[src/rtl/date_to_posix_time_if.sv]
// Request/result bundle between a date-field producer and the date-to-POSIX converter.
interface date_to_posix_time_if #(
   parameter int unsigned YEAR_W = 12
);
   logic              date_valid_i;
   logic [YEAR_W-1:0] year_i;
   logic [3:0]        month_i;
   logic [4:0]        day_i;
   logic [4:0]        hour_i;
   logic [5:0]        min_i;
   logic [5:0]        sec_i;
   logic              busy_o;
   logic [31:0]       posix_time_o;
   logic              posix_time_en_o;
   logic [2:0]        wday_o;
   logic              err_o;

   modport master (
      output date_valid_i, year_i, month_i, day_i, hour_i, min_i, sec_i,
      input  busy_o, posix_time_o, posix_time_en_o, wday_o, err_o
   );

   modport slave (
      input  date_valid_i, year_i, month_i, day_i, hour_i, min_i, sec_i,
      output busy_o, posix_time_o, posix_time_en_o, wday_o, err_o
   );
endinterface

[src/rtl/date_to_posix_time.sv]
// Converts a broken-down calendar date/time into a 32-bit POSIX second count and weekday,
// accumulating one year or one month of days per clock.
module date_to_posix_time #(
   parameter int unsigned FIRST_YEAR = 1970,
   parameter int unsigned MAX_YEAR   = 2105,
   parameter int unsigned YEAR_W     = 12
) (
   input  logic                 clk_i,
   input  logic                 rst_i,
   date_to_posix_time_if.slave  bus
);

   localparam int unsigned ACC_W = 17;

   typedef enum logic [1:0] {IDLE, YEARS, MONTHS, CALC} state_t;

   function automatic logic is_leap(input logic [YEAR_W-1:0] y);
      return (y[1:0] == 2'b00) &&
             (((y % YEAR_W'(100)) != '0) || ((y % YEAR_W'(400)) == '0));
   endfunction

   function automatic logic [4:0] month_len(input logic [3:0] m, input logic leap);
      case (m)
         4'd1:                   return leap ? 5'd29 : 5'd28;
         4'd3, 4'd5, 4'd8, 4'd10: return 5'd30;
         default:                return 5'd31;
      endcase
   endfunction

   state_t            state_q, state_d;
   logic [ACC_W-1:0]  acc_q, acc_d;
   logic [YEAR_W-1:0] yr_cnt_q, yr_cnt_d;
   logic [3:0]        mo_cnt_q, mo_cnt_d;
   logic [YEAR_W-1:0] year_q, year_d;
   logic [3:0]        month_q, month_d;
   logic [4:0]        day_q, day_d;
   logic [4:0]        hour_q, hour_d;
   logic [5:0]        min_q, min_d;
   logic [5:0]        sec_q, sec_d;
   logic              busy_q, busy_d;
   logic [31:0]       posix_q, posix_d;
   logic              en_q, en_d;
   logic [2:0]        wday_q, wday_d;
   logic              err_q, err_d;

   logic              req_bad;
   logic [ACC_W-1:0]  days;
   logic [ACC_W-1:0]  wday_sum;
   logic [31:0]       secs_total;

   // Request validation, evaluated on the live inputs while idle
   assign req_bad = (bus.year_i < YEAR_W'(FIRST_YEAR)) || (bus.year_i > YEAR_W'(MAX_YEAR)) ||
                    (bus.month_i > 4'd11) ||
                    (bus.day_i >= month_len(bus.month_i, is_leap(bus.year_i))) ||
                    (bus.hour_i > 5'd23) || (bus.min_i > 6'd59) || (bus.sec_i > 6'd59);

   // Final combine used in CALC; all terms fit comfortably in 32 bits
   assign days       = acc_q + ACC_W'(day_q);
   assign wday_sum   = (days + ACC_W'(3)) % ACC_W'(7);
   assign secs_total = 32'(days) * 32'd86400 + 32'(hour_q) * 32'd3600 +
                       32'(min_q) * 32'd60 + 32'(sec_q);

   always_ff @(posedge clk_i or posedge rst_i) begin
      if (rst_i) begin
         state_q  <= IDLE;
         acc_q    <= '0;
         yr_cnt_q <= YEAR_W'(FIRST_YEAR);
         mo_cnt_q <= '0;
         year_q   <= '0;
         month_q  <= '0;
         day_q    <= '0;
         hour_q   <= '0;
         min_q    <= '0;
         sec_q    <= '0;
         busy_q   <= 1'b0;
         posix_q  <= '0;
         en_q     <= 1'b0;
         wday_q   <= '0;
         err_q    <= 1'b0;
      end else begin
         state_q  <= state_d;
         acc_q    <= acc_d;
         yr_cnt_q <= yr_cnt_d;
         mo_cnt_q <= mo_cnt_d;
         year_q   <= year_d;
         month_q  <= month_d;
         day_q    <= day_d;
         hour_q   <= hour_d;
         min_q    <= min_d;
         sec_q    <= sec_d;
         busy_q   <= busy_d;
         posix_q  <= posix_d;
         en_q     <= en_d;
         wday_q   <= wday_d;
         err_q    <= err_d;
      end
   end

   always_comb begin
      state_d  = state_q;
      acc_d    = acc_q;
      yr_cnt_d = yr_cnt_q;
      mo_cnt_d = mo_cnt_q;
      year_d   = year_q;
      month_d  = month_q;
      day_d    = day_q;
      hour_d   = hour_q;
      min_d    = min_q;
      sec_d    = sec_q;
      busy_d   = busy_q;
      posix_d  = posix_q;
      wday_d   = wday_q;
      en_d     = 1'b0;
      err_d    = 1'b0;

      case (state_q)
         IDLE: begin
            if (bus.date_valid_i) begin
               if (req_bad) begin
                  err_d = 1'b1;
               end else begin
                  year_d   = bus.year_i;
                  month_d  = bus.month_i;
                  day_d    = bus.day_i;
                  hour_d   = bus.hour_i;
                  min_d    = bus.min_i;
                  sec_d    = bus.sec_i;
                  acc_d    = '0;
                  yr_cnt_d = YEAR_W'(FIRST_YEAR);
                  mo_cnt_d = '0;
                  busy_d   = 1'b1;
                  state_d  = YEARS;
               end
            end
         end
         YEARS: begin
            if (yr_cnt_q < year_q) begin
               acc_d    = acc_q + (is_leap(yr_cnt_q) ? ACC_W'(366) : ACC_W'(365));
               yr_cnt_d = yr_cnt_q + YEAR_W'(1);
            end else begin
               state_d = MONTHS;
            end
         end
         MONTHS: begin
            if (mo_cnt_q < month_q) begin
               acc_d    = acc_q + ACC_W'(month_len(mo_cnt_q, is_leap(year_q)));
               mo_cnt_d = mo_cnt_q + 4'd1;
            end else begin
               state_d = CALC;
            end
         end
         CALC: begin
            posix_d = secs_total;
            wday_d  = 3'(wday_sum);
            en_d    = 1'b1;
            busy_d  = 1'b0;
            state_d = IDLE;
         end
         default: state_d = IDLE;
      endcase
   end

   assign bus.busy_o          = busy_q;
   assign bus.posix_time_o    = posix_q;
   assign bus.posix_time_en_o = en_q;
   assign bus.wday_o          = wday_q;
   assign bus.err_o           = err_q;

endmodule

[src/flat_wrapper.sv]
// flat-port wrapper written by rule: the top's interface ports become plain ports
module date_to_posix_time_flat 
#(
   parameter int unsigned FIRST_YEAR = 1970,
   parameter int unsigned MAX_YEAR   = 2105,
   parameter int unsigned YEAR_W     = 12
)
  (clk_i, rst_i, bus_date_valid_i, bus_year_i, bus_month_i, bus_day_i, bus_hour_i, bus_min_i, bus_sec_i, bus_busy_o, bus_posix_time_o, bus_posix_time_en_o, bus_wday_o, bus_err_o);
  date_to_posix_time_if #(.YEAR_W(YEAR_W)) bus_i ();
  input  logic clk_i;
  input  logic rst_i;
  input wire logic [$bits(bus_i.date_valid_i)-1:0] bus_date_valid_i;
  input wire logic [$bits(bus_i.year_i)-1:0] bus_year_i;
  input wire logic [$bits(bus_i.month_i)-1:0] bus_month_i;
  input wire logic [$bits(bus_i.day_i)-1:0] bus_day_i;
  input wire logic [$bits(bus_i.hour_i)-1:0] bus_hour_i;
  input wire logic [$bits(bus_i.min_i)-1:0] bus_min_i;
  input wire logic [$bits(bus_i.sec_i)-1:0] bus_sec_i;
  output wire logic [$bits(bus_i.busy_o)-1:0] bus_busy_o;
  output wire logic [$bits(bus_i.posix_time_o)-1:0] bus_posix_time_o;
  output wire logic [$bits(bus_i.posix_time_en_o)-1:0] bus_posix_time_en_o;
  output wire logic [$bits(bus_i.wday_o)-1:0] bus_wday_o;
  output wire logic [$bits(bus_i.err_o)-1:0] bus_err_o;
  assign bus_i.date_valid_i = bus_date_valid_i;
  assign bus_i.year_i = bus_year_i;
  assign bus_i.month_i = bus_month_i;
  assign bus_i.day_i = bus_day_i;
  assign bus_i.hour_i = bus_hour_i;
  assign bus_i.min_i = bus_min_i;
  assign bus_i.sec_i = bus_sec_i;
  assign bus_busy_o = bus_i.busy_o;
  assign bus_posix_time_o = bus_i.posix_time_o;
  assign bus_posix_time_en_o = bus_i.posix_time_en_o;
  assign bus_wday_o = bus_i.wday_o;
  assign bus_err_o = bus_i.err_o;
  date_to_posix_time #(.FIRST_YEAR(FIRST_YEAR), .MAX_YEAR(MAX_YEAR), .YEAR_W(YEAR_W)) u_core (.clk_i(clk_i), .rst_i(rst_i), .bus(bus_i));
endmodule
[config.mk]
export PLATFORM = sky130hd
export DESIGN_NAME = date_to_posix_time_flat
export DESIGN_NICKNAME = d
export VERILOG_FILES = /design/src/rtl/date_to_posix_time_if.sv /design/src/rtl/date_to_posix_time.sv /design/src/flat_wrapper.sv
export SDC_FILE = /design/constraint.sdc
export NUM_CORES = 1
export LEC_CHECK = 0
export CAP_MARGIN = 20
export CORE_MARGIN = 2
export CORE_UTILIZATION = 60
export CTS_CLUSTER_SIZE = 40
export DETAILED_ROUTE_END_ITERATION = 8
export GPL_TIMING_DRIVEN = 0
export PLACE_DENSITY = 0.8
export SYNTH_ARGS = -nofsm -noshare
export SYNTH_HDL_FRONTEND = slang
export SYNTH_SLANG_ARGS = --single-unit
[constraint.sdc]
create_clock -name clk_i -period 21.2 [get_ports clk_i]
set_input_delay 5.3 -clock clk_i [delete_from_list [all_inputs] [get_ports clk_i]]
set_output_delay 5.3 -clock clk_i [all_outputs]
set_load 0.1 [all_outputs]
==> results.toml, run 1 <==
[outcome]
status = "completed"

[setup_path]
slowest_delay_ns = 0.58
end_kind = "flip-flop"
worst-r2r-cell-count = 40
crit_type = "in2reg"
crit_path_top_delay_cell = "o21ai_1"
critical_path_required_ns = 21.49
r2r_start = "u_core.year_q[8]"
crit_arrival_ns = 14.54
start_kind = "input port"
rr_endpoint = "u_core.acc_q[16]"
cp_max_fo = 10
crit_path_frequent_cell = "a21oi_1"
ff2ff_setup_slack_ns = 11.29

[yosys]
yosys.area.top_type = "dfrtp_1"
netlist_instances = 1806
synth_area_sq_um = 14700
synth_area_leaders = "dfrtp_1 18%, ha_1 15%, fa_1 7.5%"
synth_ff_type = "dfrtp_1"
synth_fp_nets = 2078
synth.yosys.seq_area_share_pct = 18.9
synth_top_area_share_pct = 17.7
synth.avg_cell_area_sq_um = 8.15
yosys_warnings = 0
ys_types = 102
synth_edf_count = 0
async_flop_share_pct = 100
ys_ff_latch = 111

[grt]
gr-usage-all-layers_pct = 28.5
first_global_vias = 12806
antenna_found_initial = 1
grt_max_degree = 66
grt_pass1_wl_mm = 61.2
gr-total-overflow = 0

[placed_design]
placedCellCount = 2207
dp_hpwl_mm = 29.0
gp_congestion = 0.914
io_buffers = 76
post-place-ws_ns = 6.72

[floorplan]
start_util_pct = 60.9
die_area_sq_um = 25800
core_area_sq_um = 24200
row_count = 57
fp.dieH_microns = 161
die_w_microns = 161
num_io_pins = 79

[timing]
finClkSkew_ns = 0.0139
finalSetupViolations = 0
min_period_ns = 14.25
max_freq_ghz = 0.0702
period_share_pct = 67.2
slew_viol_final = 0
rsz0062_at_grt = "false"
fin_setup_tns_ns = 0
worst_slew_margin_rel_pct = 26.5
hold_viol_final = 0
worst_pin_slew_ns = 1.10
fin_ws_ns = 6.95

[min_path]
hold_depth = 2
hp-start = "u_core.month_q[0]"
hold_end = "u_core.month_q[0]"
hp-class = "reg2reg"

[power]
p_seq_share_pct = 48.1
p_clk_share_pct = 41.2
combPwrFrac_pct = 10.7
p_leak_nw = 7.56
p_per_area_nw_per_um2 = 27.1
vdd_drop_max_mv = 0.0339
p_int_mw = 0.317
swShare_pct = 27.9
p_sw_mw = 0.123

[detailed_routing]
routedWlPerCell_microns = 16.5
vias_per_cell = 6.01
drcViolationCount = 0
wl_mm = 36.6
dr.first_iter.drc_count = 1108
antenna_left = 0
vias = 13373
drtPass1Iterations = 5

[clock_tree]
cts-root-buf = "clkbuf_16"
cts_num_sinks = 111
clockBufferDepth = 2
hold_buffers = 0
cts_tree = "yes"
ctsResizeCount = 0
cts_setup_buffers = 0
numCtsBuffers = 9
htreeDepth = 3
clock_latency_ns = 0.37
clk_pin_slew_ns = 0.09

[finish]
instances_no_fill = 2224
synthToLayoutAreaGrowth_pct = 10.3
fin_util_pct = 67.1
nNetsFinal = 2166
drive_above_1_share_pct = 5.95
multiInputGateArea_sq_um = 10800
layout.area.seq_sq_um = 2790
fillers = 1962

[flow_run]
drv_cap = 0
[layout make-up]
class | count | share of cell area, %
inverters | 225 | 5.22
diodes | 1 | 0.0154
clock inverters | 7 | 0.563
clock buffers | 9 | 1.39
multi-input cells | 1407 | 66.6
plain buffers | 63 | 1.70
repair buffers | 77 | 4.86
flip-flops and latches | 111 | 17.2
well taps | 324 | 2.50
[power groups by stage]
stage	Combinational, mW	Clock [mW]	Sequential (mW)
after global placement	0.0453	0	0.216
after global routing	0.0531	0.192	0.212
after CTS	0.0473	0.183	0.212
final	0.0472	0.181	0.212
after floorplan	0.0301	0	0.216
after detailed placement	0.0471	0	0.216
[through the flow]
stage | hold slack [ns] | cell area (sq um) | power [mW]
floorplan | 0.440 | 14700 | 0.246
global placement | 0.453 | 15900 | 0.261
detailed placement | 0.459 | 15900 | 0.263
CTS | 0.485 | 16200 | 0.442
global route | 0.512 | 16200 | 0.457
finish | 0.484 | 16200 | 0.440
[critical path, delay by kind of cell]
kind                     cells  cell delay [ns]
adder cells (fa/ha/maj)      3             1.01
multiplexers                 3             0.85
AND/OR/NAND/NOR             12             1.86
buffers and inverters        6             1.65
AO/OA/AOI/OAI               18             3.86
[logic make-up (layout without fill, tap and decap cells)]
group / Yosys count / in the layout / share of synthesized area, %
xor+xnor: 135 / 135 / 8.08
other cells: 0 / 1 / 0
compound gates: 479 / 479 / 22.6
simple gates: 514 / 514 / 16.9
buf+inv: 288 / 381 / 7.61
flops: 111 / 111 / 18.9
mux: 36 / 36 / 2.68
fa+ha+maj: 243 / 243 / 23.3
[flip-flops by register name (all words and copies together), names as in the netlist]
register                    cells
u_core.acc_q                   17
u_core.bus.busy_o               1
u_core.bus.err_o                1
u_core.bus.posix_time_en_o      1
u_core.bus.posix_time_o        32
u_core.bus.wday_o               3
u_core.day_q                    5
u_core.hour_q                   5
u_core.min_q                    6
u_core.mo_cnt_q                 4
u_core.month_q                  4
u_core.sec_q                    6
u_core.state_q                  2
u_core.year_q                  12
u_core.yr_cnt_q                12
[cells in the mapped netlist (all sizes together) (6+ instances only)]
cell,count
a31oi,17
o41ai,8
ha,176
clkbuf,46
nand2b,18
nor4,12
maj3,12
mux2i,12
a21o,18
xor2,31
a22oi,12
o311ai,6
o21bai,35
o22ai,9
dfrtp,104
inv,225
o211ai,22
nor3,28
o31a,9
nand2,173
and2,14
a32o,6
o31ai,11
fa,55
and3,15
a21boi,7
a21oi,108
nor2,116
buf,17
xnor2,104
or3,28
a211oi,15
nand4,22
nor2b,21
nand3,43
dfstp,7
or2,9
o2111ai,6
mux2,24
o21ai,121
o21a,10
[layout by cell type (no fill, tap or decap), drive strengths merged, types with 21 or more instances in the layout]
master and n:
ha 176, a21oi 108, mux2 24, xnor2 104, nor2 116, dfrtp 104, xor2 31, nand3 43
o211ai 22, nand2 173, clkbuf 55, nand4 22, fa 55, o21bai 35, nor3 28, clkdlybuf4s50 76
inv 227, nor2b 21, or3 28, o21ai 121
[worst max path at each step]
stage | startpoint | endpoint | cells after the start
after floorplan | bus_year_i[9] | u_core.acc_q[13] | 40
after global placement | bus_year_i[11] | u_core.acc_q[13] | 42
after detailed placement | bus_year_i[11] | u_core.acc_q[13] | 42
after CTS | bus_year_i[11] | u_core.acc_q[13] | 42
after global routing | bus_year_i[11] | u_core.acc_q[16] | 44
final | bus_year_i[11] | u_core.acc_q[13] | 42
[per-layer routing]
layer / vias up / global-route usage (%) / share of wire, %
met5: - / 0 / 0
met4: 0 / 9.42 / 2.8
met3: 68 / 3.13 / 4.2
met2: 331 / 49.9 / 50
met1: 6450 / 36.8 / 43
li1: 6524 / - / -
No activity file was read; power rests on OpenSTA's default activity.
==> run 2: changes to the inputs <==
clock period = 13.7 ns   (was 21.2 ns; I/O delays follow)
==> results of run 2 <==
The final DEF is identical to that of run 1. Status: completed.
Main changes from that run: setup slack after placement 6.72 ns -> 1.10 ns; setup slack after layout 6.95 ns -> 1.32 ns; register-to-register setup slack 11.29 ns -> 3.79 ns; total power 0.440 mW -> 0.681 mW; worst IR drop on VDD 0.0339 mV -> 0.0525 mV
